--- config.mk ---
export PLATFORM = sky130hd
export DESIGN_NAME = mem_bus_arbiter_flat
export DESIGN_NICKNAME = d
export VERILOG_FILES = /design/src/rtl/mem_bus_arbiter_pkg.sv /design/src/rtl/mem_bus_arbiter_if.sv /design/src/rtl/mem_bus_arbiter_rr.sv /design/src/rtl/mem_bus_arbiter.sv /design/src/flat_wrapper.sv
export SDC_FILE = /design/constraint.sdc
export NUM_CORES = 1
export LEC_CHECK = 0
export BUFFER_PORTS_ARGS = -buffer_cell sky130_fd_sc_hd__buf_4
export CORE_AREA = 2 2 121 123
export CTS_CLUSTER_SIZE = 8
export DETAILED_ROUTE_END_ITERATION = 12
export DIE_AREA = 0 0 123 125
export GPL_TIMING_DRIVEN = 0
export SLEW_MARGIN = 25
export SYNTH_ARGS = -nofsm -noshare
export SYNTH_HDL_FRONTEND = slang
export SYNTH_SLANG_ARGS = --single-unit
--- constraint.sdc ---
create_clock -name iCLK -period 4.45 [get_ports iCLK]
set_clock_uncertainty 0.15 [all_clocks]
set_input_delay 0.445 -clock iCLK [delete_from_list [all_inputs] [get_ports iCLK]]
set_output_delay 0.445 -clock iCLK [all_outputs]
set_load 0.02 [all_outputs]
--- src/rtl/mem_bus_arbiter_pkg.sv ---
// Shared definitions for the two-master data-memory bus arbiter.
package mem_bus_arbiter_pkg;

    typedef enum logic [1:0] {
        S_IDLE   = 2'd0,
        S_ACCESS = 2'd1,
        S_DONE   = 2'd2
    } state_t;

    localparam logic M_CPU = 1'b0;
    localparam logic M_AUX = 1'b1;

    localparam int CNT_W        = 3;
    localparam int READ_LAT_MAX = 7;

endpackage

--- src/rtl/mem_bus_arbiter_if.sv ---
// Bundle of both master request ports plus the shared memory bus.
interface mem_bus_arbiter_if #(
    parameter int ADDR_W = 32,
    parameter int DATA_W = 32
);
    localparam int BE_W = DATA_W / 8;

    logic              iCpuReq;
    logic              iCpuWE;
    logic [ADDR_W-1:0] iCpuAddr;
    logic [DATA_W-1:0] iCpuWData;
    logic [BE_W-1:0]   iCpuBE;
    logic              oCpuAck;
    logic [DATA_W-1:0] oCpuRData;

    logic              iAuxReq;
    logic              iAuxWE;
    logic [ADDR_W-1:0] iAuxAddr;
    logic [DATA_W-1:0] iAuxWData;
    logic [BE_W-1:0]   iAuxBE;
    logic              oAuxAck;
    logic [DATA_W-1:0] oAuxRData;

    logic [ADDR_W-1:0] oAddress;
    logic [DATA_W-1:0] oWriteData;
    logic              oWriteEnable;
    logic              oReadEnable;
    logic [BE_W-1:0]   oByteEnable;
    logic [DATA_W-1:0] iReadData;
    logic [1:0]        oGrant;

    modport slave (
        input  iCpuReq, iCpuWE, iCpuAddr, iCpuWData, iCpuBE,
        input  iAuxReq, iAuxWE, iAuxAddr, iAuxWData, iAuxBE,
        input  iReadData,
        output oCpuAck, oCpuRData, oAuxAck, oAuxRData,
        output oAddress, oWriteData, oWriteEnable, oReadEnable, oByteEnable, oGrant
    );

    modport master (
        output iCpuReq, iCpuWE, iCpuAddr, iCpuWData, iCpuBE,
        output iAuxReq, iAuxWE, iAuxAddr, iAuxWData, iAuxBE,
        output iReadData,
        input  oCpuAck, oCpuRData, oAuxAck, oAuxRData,
        input  oAddress, oWriteData, oWriteEnable, oReadEnable, oByteEnable, oGrant
    );

endinterface

--- src/rtl/mem_bus_arbiter_rr.sv ---
// Two-request round-robin picker: a sole requester wins, a tie goes to the master not served last.
import mem_bus_arbiter_pkg::*;

module rr_arbiter2 (
    input  logic [1:0] req,
    input  logic       last,
    output logic [1:0] grant
);

    always_comb begin
        grant = 2'b00;
        case (req)
            2'b01:   grant = 2'b01;
            2'b10:   grant = 2'b10;
            2'b11:   grant = (last == M_AUX) ? 2'b01 : 2'b10;
            default: grant = 2'b00;
        endcase
    end

endmodule

--- src/rtl/mem_bus_arbiter.sv ---
// Serialises CPU and AUX accesses onto the single data-memory bus, one transfer at a time.
import mem_bus_arbiter_pkg::*;

module mem_bus_arbiter #(
    parameter int ADDR_W   = 32,
    parameter int DATA_W   = 32,
    parameter int READ_LAT = 1
) (
    input  logic             iCLK,
    input  logic             iRST,
    mem_bus_arbiter_if.slave bus
);

    localparam int BE_W = DATA_W / 8;
    // Out-of-range latencies are clamped so the counter can never wrap.
    localparam int LAT_EFF = (READ_LAT > READ_LAT_MAX) ? READ_LAT_MAX : READ_LAT;
    localparam logic [CNT_W-1:0] LAT_LAST = CNT_W'(LAT_EFF);
    localparam logic [CNT_W-1:0] CNT_ONE  = CNT_W'(1);

    state_t            state_q, state_d;
    logic              owner_q, owner_d;
    logic              last_q, last_d;
    logic [CNT_W-1:0]  cnt_q, cnt_d;
    logic [DATA_W-1:0] cpu_rdata_q, cpu_rdata_d;
    logic [DATA_W-1:0] aux_rdata_q, aux_rdata_d;

    logic [1:0]        pick;
    logic              sel_we;
    logic [ADDR_W-1:0] sel_addr;
    logic [DATA_W-1:0] sel_wdata;
    logic [BE_W-1:0]   sel_be;

    rr_arbiter2 u_rr (
        .req   ({bus.iAuxReq, bus.iCpuReq}),
        .last  (last_q),
        .grant (pick)
    );

    always_comb begin
        if (owner_q == M_AUX) begin
            sel_we    = bus.iAuxWE;
            sel_addr  = bus.iAuxAddr;
            sel_wdata = bus.iAuxWData;
            sel_be    = bus.iAuxBE;
        end else begin
            sel_we    = bus.iCpuWE;
            sel_addr  = bus.iCpuAddr;
            sel_wdata = bus.iCpuWData;
            sel_be    = bus.iCpuBE;
        end
    end

    always_ff @(posedge iCLK or posedge iRST) begin
        if (iRST) begin
            state_q     <= S_IDLE;
            owner_q     <= M_CPU;
            last_q      <= M_AUX;
            cnt_q       <= '0;
            cpu_rdata_q <= '0;
            aux_rdata_q <= '0;
        end else begin
            state_q     <= state_d;
            owner_q     <= owner_d;
            last_q      <= last_d;
            cnt_q       <= cnt_d;
            cpu_rdata_q <= cpu_rdata_d;
            aux_rdata_q <= aux_rdata_d;
        end
    end

    always_comb begin
        state_d     = state_q;
        owner_d     = owner_q;
        last_d      = last_q;
        cnt_d       = cnt_q;
        cpu_rdata_d = cpu_rdata_q;
        aux_rdata_d = aux_rdata_q;
        case (state_q)
            S_IDLE: begin
                if (pick != 2'b00) begin
                    owner_d = pick[1] ? M_AUX : M_CPU;
                    cnt_d   = '0;
                    state_d = S_ACCESS;
                end
            end
            S_ACCESS: begin
                if (sel_we) begin
                    state_d = S_DONE;
                end else if (cnt_q == LAT_LAST) begin
                    // Final read cycle: the bus data is valid now.
                    if (owner_q == M_AUX) aux_rdata_d = bus.iReadData;
                    else                  cpu_rdata_d = bus.iReadData;
                    state_d = S_DONE;
                end else begin
                    cnt_d = cnt_q + CNT_ONE;
                end
            end
            S_DONE: begin
                last_d  = owner_q;
                state_d = S_IDLE;
            end
            default: state_d = S_IDLE;
        endcase
    end

    always_comb begin
        bus.oAddress     = '0;
        bus.oWriteData   = '0;
        bus.oByteEnable  = '0;
        bus.oWriteEnable = 1'b0;
        bus.oReadEnable  = 1'b0;
        bus.oGrant       = 2'b00;
        bus.oCpuAck      = 1'b0;
        bus.oAuxAck      = 1'b0;
        case (state_q)
            S_ACCESS: begin
                bus.oAddress     = sel_addr;
                bus.oWriteData   = sel_wdata;
                bus.oByteEnable  = sel_be;
                bus.oWriteEnable = sel_we;
                bus.oReadEnable  = ~sel_we;
                bus.oGrant       = (owner_q == M_AUX) ? 2'b10 : 2'b01;
            end
            S_DONE: begin
                bus.oCpuAck = (owner_q == M_CPU);
                bus.oAuxAck = (owner_q == M_AUX);
            end
            default: ;
        endcase
    end

    assign bus.oCpuRData = cpu_rdata_q;
    assign bus.oAuxRData = aux_rdata_q;

endmodule

--- src/flat_wrapper.sv ---
// flat-port wrapper written by rule: the top's interface ports become plain ports
module mem_bus_arbiter_flat 
#(
    parameter int ADDR_W   = 32,
    parameter int DATA_W   = 32,
    parameter int READ_LAT = 1
)
  (iCLK, iRST, bus_iCpuReq, bus_iCpuWE, bus_iCpuAddr, bus_iCpuWData, bus_iCpuBE, bus_iAuxReq, bus_iAuxWE, bus_iAuxAddr, bus_iAuxWData, bus_iAuxBE, bus_iReadData, bus_oCpuAck, bus_oCpuRData, bus_oAuxAck, bus_oAuxRData, bus_oAddress, bus_oWriteData, bus_oWriteEnable, bus_oReadEnable, bus_oByteEnable, bus_oGrant);
  mem_bus_arbiter_if #(.ADDR_W(ADDR_W), .DATA_W(DATA_W)) bus_i ();
  input  logic iCLK;
  input  logic iRST;
  input wire logic [$bits(bus_i.iCpuReq)-1:0] bus_iCpuReq;
  input wire logic [$bits(bus_i.iCpuWE)-1:0] bus_iCpuWE;
  input wire logic [$bits(bus_i.iCpuAddr)-1:0] bus_iCpuAddr;
  input wire logic [$bits(bus_i.iCpuWData)-1:0] bus_iCpuWData;
  input wire logic [$bits(bus_i.iCpuBE)-1:0] bus_iCpuBE;
  input wire logic [$bits(bus_i.iAuxReq)-1:0] bus_iAuxReq;
  input wire logic [$bits(bus_i.iAuxWE)-1:0] bus_iAuxWE;
  input wire logic [$bits(bus_i.iAuxAddr)-1:0] bus_iAuxAddr;
  input wire logic [$bits(bus_i.iAuxWData)-1:0] bus_iAuxWData;
  input wire logic [$bits(bus_i.iAuxBE)-1:0] bus_iAuxBE;
  input wire logic [$bits(bus_i.iReadData)-1:0] bus_iReadData;
  output wire logic [$bits(bus_i.oCpuAck)-1:0] bus_oCpuAck;
  output wire logic [$bits(bus_i.oCpuRData)-1:0] bus_oCpuRData;
  output wire logic [$bits(bus_i.oAuxAck)-1:0] bus_oAuxAck;
  output wire logic [$bits(bus_i.oAuxRData)-1:0] bus_oAuxRData;
  output wire logic [$bits(bus_i.oAddress)-1:0] bus_oAddress;
  output wire logic [$bits(bus_i.oWriteData)-1:0] bus_oWriteData;
  output wire logic [$bits(bus_i.oWriteEnable)-1:0] bus_oWriteEnable;
  output wire logic [$bits(bus_i.oReadEnable)-1:0] bus_oReadEnable;
  output wire logic [$bits(bus_i.oByteEnable)-1:0] bus_oByteEnable;
  output wire logic [$bits(bus_i.oGrant)-1:0] bus_oGrant;
  assign bus_i.iCpuReq = bus_iCpuReq;
  assign bus_i.iCpuWE = bus_iCpuWE;
  assign bus_i.iCpuAddr = bus_iCpuAddr;
  assign bus_i.iCpuWData = bus_iCpuWData;
  assign bus_i.iCpuBE = bus_iCpuBE;
  assign bus_i.iAuxReq = bus_iAuxReq;
  assign bus_i.iAuxWE = bus_iAuxWE;
  assign bus_i.iAuxAddr = bus_iAuxAddr;
  assign bus_i.iAuxWData = bus_iAuxWData;
  assign bus_i.iAuxBE = bus_iAuxBE;
  assign bus_i.iReadData = bus_iReadData;
  assign bus_oCpuAck = bus_i.oCpuAck;
  assign bus_oCpuRData = bus_i.oCpuRData;
  assign bus_oAuxAck = bus_i.oAuxAck;
  assign bus_oAuxRData = bus_i.oAuxRData;
  assign bus_oAddress = bus_i.oAddress;
  assign bus_oWriteData = bus_i.oWriteData;
  assign bus_oWriteEnable = bus_i.oWriteEnable;
  assign bus_oReadEnable = bus_i.oReadEnable;
  assign bus_oByteEnable = bus_i.oByteEnable;
  assign bus_oGrant = bus_i.oGrant;
  mem_bus_arbiter #(.ADDR_W(ADDR_W), .DATA_W(DATA_W), .READ_LAT(READ_LAT)) u_core (.iCLK(iCLK), .iRST(iRST), .bus(bus_i));
endmodule
==> metrics.md, run 1 <==
| Metric | Value |
|---|---|
| GRT Residual Overflow | 0 |
| Area growth, synth to finish | 75.3% |
| Post-route ant nets | 0 |
| Worst reg2reg endpoint | u_core.bus.oAuxRData[3]$_DFFE_PP0P_ |
| Max-slew violation count | 0 |
| Layout cells sized above 1 | 0.602 |
| Filler instances | 1323 |
| Ys async rst share | 1.00 |
| Slew @ Worst Pin | 0.697 ns |
| Crit start category | flop |
| Initial core utilization | 0.276 |
| Post-synth EDFFs | 0 |
| Worst Reg-to-Reg Cells | 7 |
| Chip Width | 123 um |
| Mapped Cells | 331 |
| Tot Pwr | 4.98 mW |
| Worst Hold Endpoint | u_core.owner_q$_DFFE_PP0P_ |
| Netlist cell types | 23 |
| Worst EP arrival | 2.14 ns |
| Synth area leader | dfrtp_1 |
| CTS Buf Count | 9 |
| 1st-iter DRT viols | 128 |
| Worst hold path class | input port to flop |
| Syn avg cell area | 11.8 um^2 |
| FF-to-FF Start | u_core.cnt_q[1]$_DFFE_PP0P_ |
| Commonest cells in the netlist | nor2_1 (76), mux2i_1 (71), dfrtp_1 (70), mux2_4 (30), mux2_2 (26) |
| Finished Layout Cells | 844 |
| Slowest stage delay, CP | 0.46 ns |
| Cells along the critical path | nand2b_1 -> clkbuf_1 -> clkbuf_1 -> nor2_1 -> buf_4 |
| WL final | 13.9 mm |
| Die Area | 0.0154 mm^2 |
| Final Hold Viols | 0 |
| WHS Path Cells | 2 |
| Vias per inst | 4.45 |
| Insertion delay to the later sink of the worst-skew pair | 0.33 ns |
| Initial antenna violation count | 0 |
| Synth Register Bits | 71 |
| R2R Setup Slk | 2.31 ns |
| Critical-path maximum fanout | 10 |
| Worst path slowest cell | clkbuf_1 |
| Clock transition at the registers of the reported paths | 0.06 ns |
| Synth warnings | 0 |
| Fmax | 365 MHz |
| FP Rows | 44 |
| Post-DP HPWL | 11.6 mm |
| Ranking of synthesized cells by area | dfrtp_1 (45%), mux2i_1 (18%), mux2_4 (11%) |
| CP required | 3.86 ns |
| Post-synth top area share | 0.447 |
| Period utilisation layout | 0.615 |
| Fin nets | 831 |
| Drt drc | 0 |
| Setup CP Type | flop to primary output |
| Setup_tns | 0 ns |
| Tightest hold margin | 0.143 ns |
| CTS tree | done |
| First-pass GRT wire length | 20.8 mm |
| Worst slew margin | 0.536 |
| Mapped cell area | 0.00392 mm^2 |
| CTS max path bufs | 2 |
| Detailed-route wire length per cell | 16.5 um |
| Hold Startpoint | bus_iCpuReq |
| Placed insts | 827 |
| Initial DRT Pass Iterations | 4 |
| Root Buffer | clkbuf_16 |
| Post-CTS setup buffer count | 0 |
| Post-CTS sizing | 0 |
| Unrepaired setup endpoints after global routing | false |
| Num Clock Sinks | 71 |
| Port buffer count | 311 |
| Final Critical Period | 2.74 ns |
| Max cap viols | 0 |
| Most common cell in the netlist | nor2_1 |
| Setup violators final | 0 |
| Hold_buf cts | 1 |
| Main synth FF type | dfrtp_1 |
| Worst Setup SP | u_core.state_q[1]$_DFFE_PP0P_ |
| Worst VDD drop | 287 uV |
| # IOs | 312 |
| Status | complete, no violations |
| Core area | 0.0142 mm^2 |
| Worst Setup End Kind | primary output |
| RePlAce Congestion | 0.833 |
| Lkg Pwr | 3.79 nW |
| Net Count, Synth | 507 |
| Most used cell, CP | clkbuf_1 |
| Vias in the first global route | 3876 |
| Largest net degree at the start of global routing | 56 |
| GRT Overall Usage | 0.176 |
| Seq/Total Area, Yosys | 0.454 |
| Vias post-DR | 3753 |
| H-tree depth | 3 |
| Chip height | 125 um |
| Diodes inserted | 0 |
| Cell Pwr Density | 724 mW/mm^2 |
[state kept, by name (all words and copies together), names as in the netlist]
name                  cells
u_core.cnt_q              3
u_core.last_q             1
u_core.bus.oAuxRData     32
u_core.owner_q            1
u_core.bus.oCpuRData     32
u_core.state_q            2
[area by class of cell]
| type | instances | area, um^2 | share of cell area |
|---|---|---|---|
| sequential | 71 | 1780 | 0.259 |
| clock buffer | 9 | 225 | 0.0328 |
| clock inverter | 7 | 120 | 0.0175 |
| buffer | 24 | 145 | 0.0211 |
| multi-input combinational | 233 | 1980 | 0.289 |
| tap | 184 | 230 | 0.0335 |
| timing repair buffer | 313 | 2370 | 0.345 |
| inverter | 3 | 13.8 | 0.00200 |
[routing by layer]
metal,part of all wire,routed length [um],global-route usage,vias up
met1,0.38,5240,0.204,1754
met3,0.11,1480,0.0584,22
li1,-,-,-,1782
met5,0,0,0,-
met4,0.024,330,0.0608,0
met2,0.49,6890,0.301,195
[stage by stage]
stage | instance area (um^2) | util | setup WS, ns
final | 6870 | 0.484 | 1.71
after global routing | 6870 | 0.484 | 1.55
after CTS | 6870 | 0.484 | 1.65
after global placement | 6480 | 0.456 | 1.20
after detailed placement | 6510 | 0.459 | 2.03
after floorplan | 3920 | - | 2.06
[how the worst max path moves through the flow]
stage | cells past startpoint | endpoint | slack [ns]
after global routing | 5 | bus_oByteEnable[1] | 1.55
after floorplan | 1 | u_core.bus.oAuxRData[0]$_DFFE_PP0P_ | 2.06
after CTS | 5 | bus_oByteEnable[1] | 1.65
after global placement | 2 | u_core.bus.oCpuRData[30]$_DFFE_PP0P_ | 1.20
after detailed placement | 5 | bus_oByteEnable[1] | 2.03
final | 5 | bus_oByteEnable[1] | 1.71
[cell families (layout without fill, tap and decap cells)]
kind of cell,after synthesis,count (layout),share of synthesized area
buffers and inverters,27,356,0.0399
AO/OA/AOI/OAI,10,10,0.0144
AND/OR/NAND/NOR,86,86,0.0916
adder cells (fa/ha/maj),2,2,0.00638
multiplexers,135,135,0.394
flip-flops,71,71,0.454
[cell usage in the layout (no fill, tap or decap), types with 2 or more instances in the layout]
master	netlist	routed
buf_4	0	311
nor2_1	76	76
mux2i_1	71	71
dfrtp_1	70	70
mux2_4	30	30
mux2_2	26	26
clkbuf_1	15	15
clkbuf_16	0	9
mux2_1	8	8
buf_6	7	7
o21ai_0	4	4
nand2b_1	3	3
bufinv_16	0	3
inv_1	3	2
or4_1	2	2
buf_2	2	2
nor2b_1	2	2
a21oi_1	2	2
a31oi_1	2	2
ha_1	2	2
[power by group]
part / switching (mW) / total, mW / internal [mW]
sequential: 0.177 / 1.14 / 0.960
clock: 0.279 / 0.828 / 0.549
combinational: 1.60 / 3.01 / 1.41
[worst max-delay path, delay by kind of cell (launching register included)]
family	cells	cell delay, ns
buffers and inverters	3	1.10
DFF	1	0.37
and+or+nand+nor	2	0.33
Power figures use the tool's default switching activity.
==> run 2, diff against run 1 <==
==> constraint.sdc (replaced) <==
create_clock -name iCLK -period 2.33 [get_ports iCLK]
set_clock_uncertainty 0.15 [all_clocks]
set_input_delay 0.233 -clock iCLK [delete_from_list [all_inputs] [get_ports iCLK]]
set_output_delay 0.233 -clock iCLK [all_outputs]
set_load 0.02 [all_outputs]
==> run 2 against run 1 <==
  * Global-route usage increased by 0.43 points
  * Combinational power increased by 94%
  * Utilization increased by 2.5 points
  * Wire length increased by 2.2%
  * Final cell count increased by 3.9%
  * Hold slack got worse by 0.11 ns
  * Critical endpoint unchanged
==> metrics.md, run 2 (synthesis results as in run 1) <==
| Metric | Value |
|---|---|
| Vias in the first global route | 4011 (+3.5%) |
| Max cap viols | 0 (unchanged) |
| Vias post-DR | 3869 (+3.1%) |
| Cell Pwr Density | 1330 mW/mm^2 (+83%) |
| Clock power frac | 0.165 (about the same) |
| Clock transition at the registers of the reported paths | 0.06 ns (about the same) |
| Diodes inserted | 0 (unchanged) |
| Cells along the critical path | nand2b_1 -> clkbuf_2 -> clkbuf_2 -> nor2_1 -> buf_4 |
| 1st-iter DRT viols | 133 (+3.9%) |
| Crit-path leading delay family | buffers and inverters |
| Final Hold Viols | 0 (unchanged) |
| CP required | 1.95 ns (-1.91 ns) |
| Setup_tns | 0 ns (unchanged) |
| Initial DRT Pass Iterations | 4 (unchanged) |
| Fmax | 457 MHz |
| CTS max path bufs | 2 (unchanged) |
| GRT Residual Overflow | 0 (unchanged) |
| Worst EP arrival | 1.81 ns (-0.33 ns) |
| Filler instances | 1279 (-3.3%) |
| Vias per inst | 4.41 (-0.79%) |
| R2R Setup Slk | 0.20 ns (-2.11 ns) |
| Detailed-route wire length per cell | 16.2 um (-1.6%) |
| FP Rows | 44 (unchanged) |
| Slew @ Worst Pin | 0.434 ns (-0.263 ns) |
| Lkg Pwr | 3.97 nW (+4.8%) |
| Logic pwr share | 0.609 (+0.004) |
| Worst hold path class | input port to flop |
| Worst Setup SP | u_core.state_q[1]$_DFFE_PP0P_ |
| Root Buffer | clkbuf_16 |
| Largest net degree at the start of global routing | 56 (unchanged) |
| Most frequent cells in the layout | buf_4 (311), nor2_1 (76), mux2i_1 (71), dfrtp_1 (70), dlygate4sd3_1 (34) |
| Status | complete, no violations |
| CTS Buf Count | 9 (unchanged) |
| Chip height | 125 um (unchanged) |
| Layout cells sized above 1 | 0.595 (-0.00700) |
| Final Critical Period | 2.19 ns |
| Most used cell, CP | clkbuf_2 |
| Area of the multi-input gates | 0.00198 mm^2 (unchanged) |
| Period utilisation layout | 0.939 |
| CTS tree | done |
| FF-to-FF Start | u_core.cnt_q[1]$_DFFE_PP0P_ |
| Switch share | 0.412 (-0.00155) |
| Worst Setup End Kind | primary output |
| WL final | 14.2 mm (+2.2%) |
| Insertion delay to the later sink of the worst-skew pair | 0.33 ns (about the same) |
| Drt drc | 0 (unchanged) |
| Core area | 0.0142 mm^2 (unchanged) |
| Die Area | 0.0154 mm^2 (unchanged) |
| Crit start category | flop |
| First-pass GRT wire length | 21.3 mm (+2.6%) |
| Setup violators final | 0 (unchanged) |
| Slowest stage delay, CP | 0.40 ns (-0.06 ns) |
| Worst VDD drop | 549 uV (+91%) |
| Num Clock Sinks | 71 (unchanged) |
| CP bufs+invs | 3 (unchanged) |
| Max-slew violation count | 0 (unchanged) |
| Port buffer count | 311 (unchanged) |
| Seq pwr share | 0.227 (-0.002) |
| Initial antenna violation count | 0 (unchanged) |
| Chip Width | 123 um (unchanged) |
| Post-route ant nets | 0 (unchanged) |
| Post-DP HPWL | 11.6 mm (unchanged) |
| RePlAce Congestion | 0.833 (unchanged) |
| Register Area | 0.00178 mm^2 (unchanged) |
| Worst path slowest cell | dfrtp_1 |
| Worst slew margin | 0.702 (+0.167) |
| Switching power | 3.95 mW (+92%) |
| Worst reg2reg endpoint | u_core.bus.oAuxRData[3]$_DFFE_PP0P_ |
| Fin nets | 864 (+4.0%) |
| Internal power | 5.64 mW (+93%) |
| Initial core utilization | 0.276 (unchanged) |
| Worst Reg-to-Reg Cells | 7 (unchanged) |
| # IOs | 312 (unchanged) |
| H-tree depth | 3 (unchanged) |
| Critical-path maximum fanout | 10 (unchanged) |
| Commonest non-fill, non-tap cell in the layout | buf_4 |
| Critical path depth | 5 (unchanged) |
| Tot Pwr | 9.59 mW (+93%) |
| Setup CP Type | flop to primary output |
| GRT Overall Usage | 0.180 (+0.00428) |
| Setup crit end | bus_oByteEnable[1] |
| Area growth, synth to finish | 84.2% |
| Unrepaired setup endpoints after global routing | false |
-- run 2: per-stage QoR --
stage / util / area [um^2] / hold slack, ns / setup WS [ns] / std cells
after global placement: 0.456 / 6480 / 0.279 / -0.713 / 826
final: 0.508 / 7220 / 0.0380 / 0.142 / 877
after CTS: 0.507 / 7210 / 0.0299 / -0.00548 / 877
after detailed placement: 0.459 / 6510 / 0.0432 / 0.120 / 827
after global routing: 0.508 / 7220 / 0.0600 / 0.0283 / 877
after floorplan: - / 3920 / 0.180 / 0.152 / 331
-- run 2: worst register-to-register path, stage by stage (launching register included) --
cell      delay, ns
dfrtp_1        0.40
inv_1          0.07
ha_1           0.20
nand2b_4       0.07
or4_1          0.46
buf_2          0.19
buf_6          0.16
mux2_1         0.31
-- run 2: worst min-delay path by stage --
stage / start / endpoint / slack (ns) / cells past startpoint
after floorplan: bus_iCpuReq / u_core.owner_q$_DFFE_PP0P_ / 0.18 / 1
after global placement: bus_iCpuReq / u_core.owner_q$_DFFE_PP0P_ / 0.28 / 2
after detailed placement: iRST / u_core.bus.oCpuRData[15]$_DFFE_PP0P_ / 0.04 / 2
after CTS: bus_iAuxReq / u_core.owner_q$_DFFE_PP0P_ / 0.03 / 3
after global routing: bus_iAuxReq / u_core.owner_q$_DFFE_PP0P_ / 0.06 / 3
final: bus_iAuxReq / u_core.owner_q$_DFFE_PP0P_ / 0.04 / 3
-- run 2: cell type report --
class / count / share of cell area
plain buffers: 24 / 0.0227
clock buffers: 9 / 0.0312
clock inverters: 7 / 0.0166
inverters: 3 / 0.00191
multi-input cells: 233 / 0.275
flip-flops and latches: 71 / 0.246
well taps: 184 / 0.0319
repair buffers: 346 / 0.374
-- run 2: repair_timing --
| item | in CTS | in global routing |
|---|---|---|
| hold buffers | 34 | 0 |
| hold endpoints to repair | 80 | 0 |
| gates resized for setup | 7 | 16 |
| setup endpoints to repair | 70 | 58 |
| setup buffers | 0 | 0 |
-- run 2: power by group through the flow --
stage | clock network [mW] | logic (mW) | registers [mW]
floorplan | 0 | 2.73 | 2.80
global placement | 0 | 5.77 | 2.15
detailed placement | 0 | 5.82 | 2.19
CTS | 1.61 | 5.90 | 2.17
global route | 1.67 | 6.22 | 2.25
finish | 1.58 | 5.84 | 2.17
-- run 2: routing by layer --
metal | part of all wire | track usage
met5 | 0 | 0
met4 | 0.023 | 0.0608
met3 | 0.098 | 0.0575
met2 | 0.50 | 0.312
met1 | 0.38 | 0.207
